===== config.mk =====
export PLATFORM = sky130hd
export DESIGN_NAME = serial_adder_ctrl
export DESIGN_NICKNAME = d
export VERILOG_FILES = /design/src/rtl/serial_adder_ctrl.sv
export SDC_FILE = /design/constraint.sdc
export NUM_CORES = 1
export LEC_CHECK = 0
export ABC_AREA = 1
export CAP_MARGIN = 20
export CORE_UTILIZATION = 44
export DETAILED_ROUTE_END_ITERATION = 8
export PLACE_DENSITY_LB_ADDON = 0.12
export SLEW_MARGIN = 15
export SYNTH_ARGS = -nofsm -noshare
export SYNTH_HDL_FRONTEND = slang
export SYNTH_SLANG_ARGS = --single-unit

===== constraint.sdc =====
create_clock -name clk -period 1.6 [get_ports clk]
set_input_delay 0.32 -clock clk [delete_from_list [all_inputs] [get_ports clk]]
set_output_delay 0.32 -clock clk [all_outputs]
set_load 0.01 [all_outputs]

===== src/rtl/serial_adder_ctrl.sv =====
`timescale 1ns/1ps
// Bit-serial adder sequencer: accepts a/b/cin, streams one bit pair per clock
// LSB first through a one-bit full-adder cell, then presents {cout,sum}.

module serial_adder_fa (
    input  logic a,
    input  logic b,
    input  logic ci,
    output logic s,
    output logic co
);
    assign s  = a ^ b ^ ci;
    assign co = (a & b) | (ci & (a ^ b));
endmodule

module serial_adder_ctrl #(
    parameter int WIDTH = 8
) (
    input  logic             clk,
    input  logic             rst,
    input  logic             in_valid,
    output logic             in_ready,
    input  logic [WIDTH-1:0] a,
    input  logic [WIDTH-1:0] b,
    input  logic             cin,
    output logic             out_valid,
    input  logic             out_ready,
    output logic [WIDTH-1:0] sum,
    output logic             cout,
    output logic             busy
);
    generate
        if (WIDTH < 2 || WIDTH > 64) begin : g_bad_width
            $error("serial_adder_ctrl: WIDTH must be in 2..64");
        end
    endgenerate

    localparam int CW = $clog2(WIDTH);
    localparam logic [CW-1:0] CNT_LAST = CW'(WIDTH - 1);

    localparam logic [1:0] S_IDLE = 2'd0;
    localparam logic [1:0] S_ADD  = 2'd1;
    localparam logic [1:0] S_DONE = 2'd2;

    logic [1:0]       state;
    logic [CW-1:0]    cnt;
    logic             carry;
    logic [WIDTH-1:0] a_sr;
    logic [WIDTH-1:0] b_sr;
    logic [WIDTH-1:0] psum;
    logic [WIDTH-1:0] sum_q;
    logic             cout_q;
    logic             cell_s;
    logic             cell_co;

    serial_adder_fa u_fa (
        .a  (a_sr[0]),
        .b  (b_sr[0]),
        .ci (carry),
        .s  (cell_s),
        .co (cell_co)
    );

    assign in_ready  = (state == S_IDLE) && !rst;
    assign out_valid = (state == S_DONE);
    assign busy      = (state != S_IDLE);
    assign sum       = sum_q;
    assign cout      = cout_q;

    always_ff @(posedge clk) begin
        if (rst) begin
            state  <= S_IDLE;
            cnt    <= '0;
            carry  <= 1'b0;
            a_sr   <= '0;
            b_sr   <= '0;
            psum   <= '0;
            sum_q  <= '0;
            cout_q <= 1'b0;
        end else begin
            case (state)
                S_IDLE: begin
                    if (in_valid) begin
                        a_sr  <= a;
                        b_sr  <= b;
                        carry <= cin;
                        cnt   <= '0;
                        psum  <= '0;
                        state <= S_ADD;
                    end
                end
                S_ADD: begin
                    // sum bits enter at the MSB so bit 0 lands at the LSB after WIDTH shifts
                    a_sr  <= a_sr >> 1;
                    b_sr  <= b_sr >> 1;
                    psum  <= {cell_s, psum[WIDTH-1:1]};
                    carry <= cell_co;
                    cnt   <= cnt + 1'b1;
                    if (cnt == CNT_LAST) begin
                        sum_q  <= {cell_s, psum[WIDTH-1:1]};
                        cout_q <= cell_co;
                        state  <= S_DONE;
                    end
                end
                S_DONE: begin
                    if (out_ready) state <= S_IDLE;
                end
                default: state <= S_IDLE;
            endcase
        end
    end
endmodule


Yosys cells after proc, flatten, opt, wreduce, memory -nomap -nowiden
Index checks and enable logic that the tools add are counted. W data, S select, Z words.

Latch bits: 0. Register bits after elaboration: 39. Bits in read-only memories: 0. Input port bits: 21. Output and inout bits: 12. Memories kept: 0. Memory bits (writable): 0.

Reduce and logical (&&, ||, !) cells: 8. Shifts and indexed selects: 0. Bitwise gates (word level): 5. Add/sub/neg operators: 1. $mul: 0. Order comparisons: 0. Muxes and demuxes: 14. Equality and inequality tests: 6. Divide/modulo/power cells: 0.

Operator list (number): $pmux W8 S2 (3); $mux W8 (3); $mux W2 (3); $pmux W2 S3 (1); $pmux W3 S2 (1); $ne A2 B2 Y1 const B (2); $reduce_and A2 Y1 (2); $reduce_bool A2 Y1 (2); $add A3 B1 Y3 const B (1); $eq A3 B3 Y1 const B (1); $mux W3 (1); $reduce_and A3 Y1 (1); $and A1 B1 Y1 (2); $eq A2 B1 Y1 const B (1); $eq A2 B2 Y1 const B (1); $logic_not A2 Y1 (1); $ne A2 B1 Y1 const B (1); $pmux W1 S2 (1); $xor A1 B1 Y1 (2); $logic_and A1 B1 Y1 (1); $logic_not A1 Y1 (1); $mux W1 (1); $or A1 B1 Y1 (1).

Longest topological paths before layout
Depth in word-level cells: 4. Mapped depth: 7. Gate-level depth less buffers: 7.

By module
From an unflattened synthesis, not the netlist that was laid out.

Cells, all modules: 233. Area total of the unflattened synthesis: 1667.8 um^2.

By module, submodules not included: serial_adder_ctrl (area an instance 1647.8 um^2, cells each 232, instances 1, seq. area each 760.7 um^2); serial_adder_fa (area an instance 20.0 um^2, cells each 1, instances 1, seq. area each 0.0 um^2).

Least setup slack after synthesis
Ideal clock, no wire load.

Path kind: register -> output. Start: reg state[0]. End: out in_ready. Slack: 0.379 ns. Stages on the path, launching flop included: 5. Arrival: 0.901 ns. Data required time: 1.280 ns. Buffers on the path: 1. Path through: dfxtp_1 buf_6 nor2_1 inv_1 nor2_1.

Longest elaborated chain between the ends: 2.

RTL lines: start: declaration (line 45) `logic [1:0] state;`; start signal: assignment (line 72) `state <= S_IDLE;`; start signal: assignment (line 89) `state <= S_ADD;`; start signal: assignment (line 102) `state <= S_DONE;`; $logic_not A2 Y1 (line 64) `assign in_ready = (state == S_IDLE) && !rst;`; $logic_and A1 B1 Y1 (line 64); end: declaration (line 22) `output logic in_ready,`.

Every way passes these cells.

Worst setup path in the final report
Start: reg sum_q[5] (netlist: sum[5]). End: out sum[5].

RTL lines: start: declaration (line 51) `logic [WIDTH-1:0] sum_q;`; start signal: assignment (line 100) `sum_q <= {cell_s, psum[WIDTH-1:1]};`; end: declaration (line 28) `output logic [WIDTH-1:0] sum,`.

No word-level cell between the ends.

==> impl_metrics.env <==
export IMPL_status="completed"
export IMPL_synthToLayoutAreaGrowth_pct=25.97
export IMPL_synth_edff_count=0
export IMPL_rows=22
export IMPL_dieWidth_um=66.17
export IMPL_path_clk_slew_ns=0.07
export IMPL_synth_compound_area_share_pct=8.909
export IMPL_synthSimpleGateAreaFrac_pct=30.46
export IMPL_setup_viol=0
export IMPL_worstPathCellList="clkdlybuf4s50_1"
export IMPL_synth_xor_area_share_pct=0
export IMPL_core_area_um2=3799
export IMPL_cts_hold_buf=0
export IMPL_hpwl_um=2333
export IMPL_grt_pass1_wl_um=6306
export IMPL_htreeDepth=2
export IMPL_grt_max_degree=28
export IMPL_r2r_start="cnt[0]$_SDFFE_PP0P_"
export IMPL_holdPathStages=2
export IMPL_max_slew_margin_pct=72.73
export IMPL_startpoint_type="flip-flop"
export IMPL_dr_pass1_iters=4
export IMPL_regToRegSetupSlack_ns=0.25
export IMPL_cp_data_required_time_ns=1.28
export IMPL_grt_antenna_before_repair=0
export IMPL_critPathSlowestCell="clkdlybuf4s50_1"
export IMPL_yosysWarnings=0
export IMPL_hp_start="a_sr[7]$_SDFFE_PP0P_"
export IMPL_yosysMostFrequentCell="nand2_1"
export IMPL_syn_nets=308
export IMPL_power_density_nw_per_um2=883.8
export IMPL_clockRootBuffer="clkbuf_8"
export IMPL_period_share_pct=94.55
export IMPL_fmax_ghz=0.6610
export IMPL_async_flop_share_pct=0
export IMPL_min_path_type="reg -> reg"
export IMPL_start_util_pct=47.69
export IMPL_place_congestion=0.7509
export IMPL_insertion_delay_ns=0.30
export IMPL_synth_seq_cells=38
export IMPL_ys_seq_area_share_pct=41.99
export IMPL_leakagePower_nw=1.092
export IMPL_peakVddDrop_mv=0.6251
export IMPL_grt_pass1_vias=1528
export IMPL_drcViolationCount=0
export IMPL_synth_top_area_cell="dfxtp_1"
export IMPL_pre_cts_ws_ns=-0.1640
export IMPL_ys_flop_type="dfxtp_1"
export IMPL_min_to="a_sr[7]$_SDFFE_PP0P_"
export IMPL_synth_common_cells="109 x nand2_1, 55 x inv_1, 38 x dfxtp_1, 32 x nor2_1, 28 x a21oi_1"
export IMPL_worst_path_buf_inv=1
export IMPL_worstMarginPinSlew_ns=0.4080
export IMPL_slowest_delay_ns=0.54
export IMPL_fin_setup_tns_ns=0
export IMPL_synth_mux_area_fraction_pct=0
export IMPL_yosysTopAreaCellShare_pct=41.99
export IMPL_vias_per_cell=4.377
export IMPL_slew_violations=0
export IMPL_synth_cell_type_count=17
export IMPL_clkSinkCount=38
export IMPL_grt_util_all_layers_pct=19.40
export IMPL_drtAntennaViolNets=0
export IMPL_r2r_cells=6
export IMPL_finalWorstSetupSlack_ns=0.08718
export IMPL_place_area_um2=2190
export IMPL_cts_tree="built"
export IMPL_top_level_ports=33
export IMPL_dr_total_vias=1615
export IMPL_cp_arrival_ns=1.19
export IMPL_post_drt_wl_per_cell_um=9.425
export IMPL_grt_setup_unrepaired="false"
export IMPL_reg2reg_to="sum[0]$_SDFFE_PP0P_"
export IMPL_nNetsFinal=344
export IMPL_ys_top_cells_by_area="dfxtp_1 42%, nand2_1 23%, inv_1 11%"
export IMPL_synthesis_area_um2=1812
export IMPL_endpoint_kind="output port"
export IMPL_wirelength_um=3478
export IMPL_port_buffers=32
export IMPL_fillers=372
export IMPL_n_antenna_cell=0
export IMPL_post_route_util_pct=60.08
export IMPL_syn_inst=284
export IMPL_final_cell_area_um2=2282
export IMPL_yosys_area_share_adder_pct=2.486
export IMPL_clockBufferDepth=2
export IMPL_avgSynthCellArea_um2=6.379
export IMPL_grt_ovfl_total=0
export IMPL_fin_skew_ns=0.008044
export IMPL_synth_top_family_by_area="simple AND/OR/NAND/NOR gates"
export IMPL_drive_gt1_share_pct=6.854
export IMPL_crit_family="buffers and inverters"
export IMPL_finalCriticalPeriod_ns=1.513
export IMPL_cts_buffers=5
export IMPL_path_max_fanout=2
export IMPL_die_area_um2=4378
export IMPL_power_total_w=0.002017
export IMPL_drtIter0Drc=72
export IMPL_cap_viol_max_count=0
export IMPL_die_height_um=66.17
export IMPL_critPathKind="reg -> out"
export IMPL_finalHoldViolations=0
[layer usage]
layer  vias up  wire length [um]  GRT usage (%)
li1        891                 -              -
met1       690              1781          22.65
met2        28              1462          31.89
met3         6               170          7.069
met4         0                63          7.979
met5         -                 0              0
[worst max path at each step]
stage / startpoint / to / slack [ns] / cells after the start
global placement: rst / in_ready / -0.17 / 3
finish: sum[5]$_SDFFE_PP0P_ / sum[5] / 0.09 / 1
detailed placement: rst / in_ready / -0.16 / 3
floorplan: state[0]$_SDFFE_PP0P_ / in_ready / 0.38 / 4
CTS: sum[5]$_SDFFE_PP0P_ / sum[5] / 0.08 / 1
global route: cnt[0]$_SDFFE_PP0P_ / sum[5]$_SDFFE_PP0P_ / 0.04 / 6
[cells in the final DEF (no fill, tap or decap), types with 2 or more instances in the layout]
cell / n
buf_4: 8
dfxtp_2: 2
clkdlybuf4s50_1: 29
dlygate4sd2_1: 3
nor2_1: 31
nand2_1: 109
dfxtp_1: 36
inv_1: 55
nor2_2: 2
ha_1: 2
a21oi_1: 28
nand3_1: 2
clkbuf_8: 6
[registers in the layout, indices dropped and copies added (netlist names)]
name,cells
psum,7
cout,1
a_sr,8
sum,8
cnt,3
carry,1
b_sr,8
state,2
[per-stage QoR]
step | std cells | hold slack [ns]
after CTS | 369 | 0.4656
after detailed placement | 361 | 0.4536
after global placement | 361 | 0.4508
after floorplan | 284 | 0.3891
final | 369 | 0.4613
after global routing | 369 | 0.4975
[cell families (layout without fill, tap and decap cells)]
logic type      count (synthesis)  count (layout)
compound gates                 30              30
fa+ha+maj                       3               3
buf+inv                        68             105
flops                          38              38
simple gates                  145             145
[where the power goes]
group          internal [W]  switching, W  total (W)
clock network      0.000347      0.000331   0.000678
logic              0.000149      0.000175   0.000323
registers          0.000995     0.0000201    0.00102
total               0.00149      0.000525    0.00202
[cell type report]
class / count / area, um^2 / area share (%)
clock buffer: 7 / 86.33 / 3.783
clock inverter: 1 / 5.005 / 0.2193
inverter: 56 / 210.2 / 9.211
multi-input combinational: 178 / 760.7 / 33.33
sequential: 38 / 763.2 / 33.44
tap: 48 / 60.06 / 2.632
timing repair buffer: 41 / 396.6 / 17.38
[what timing repair did]
item,in CTS,in global routing
hold endpoints to repair,0,0
setup endpoints to repair,3,0
setup buffers,0,0
gates resized for setup,6,0
Note: power is estimated with default switching activity, not from simulation.
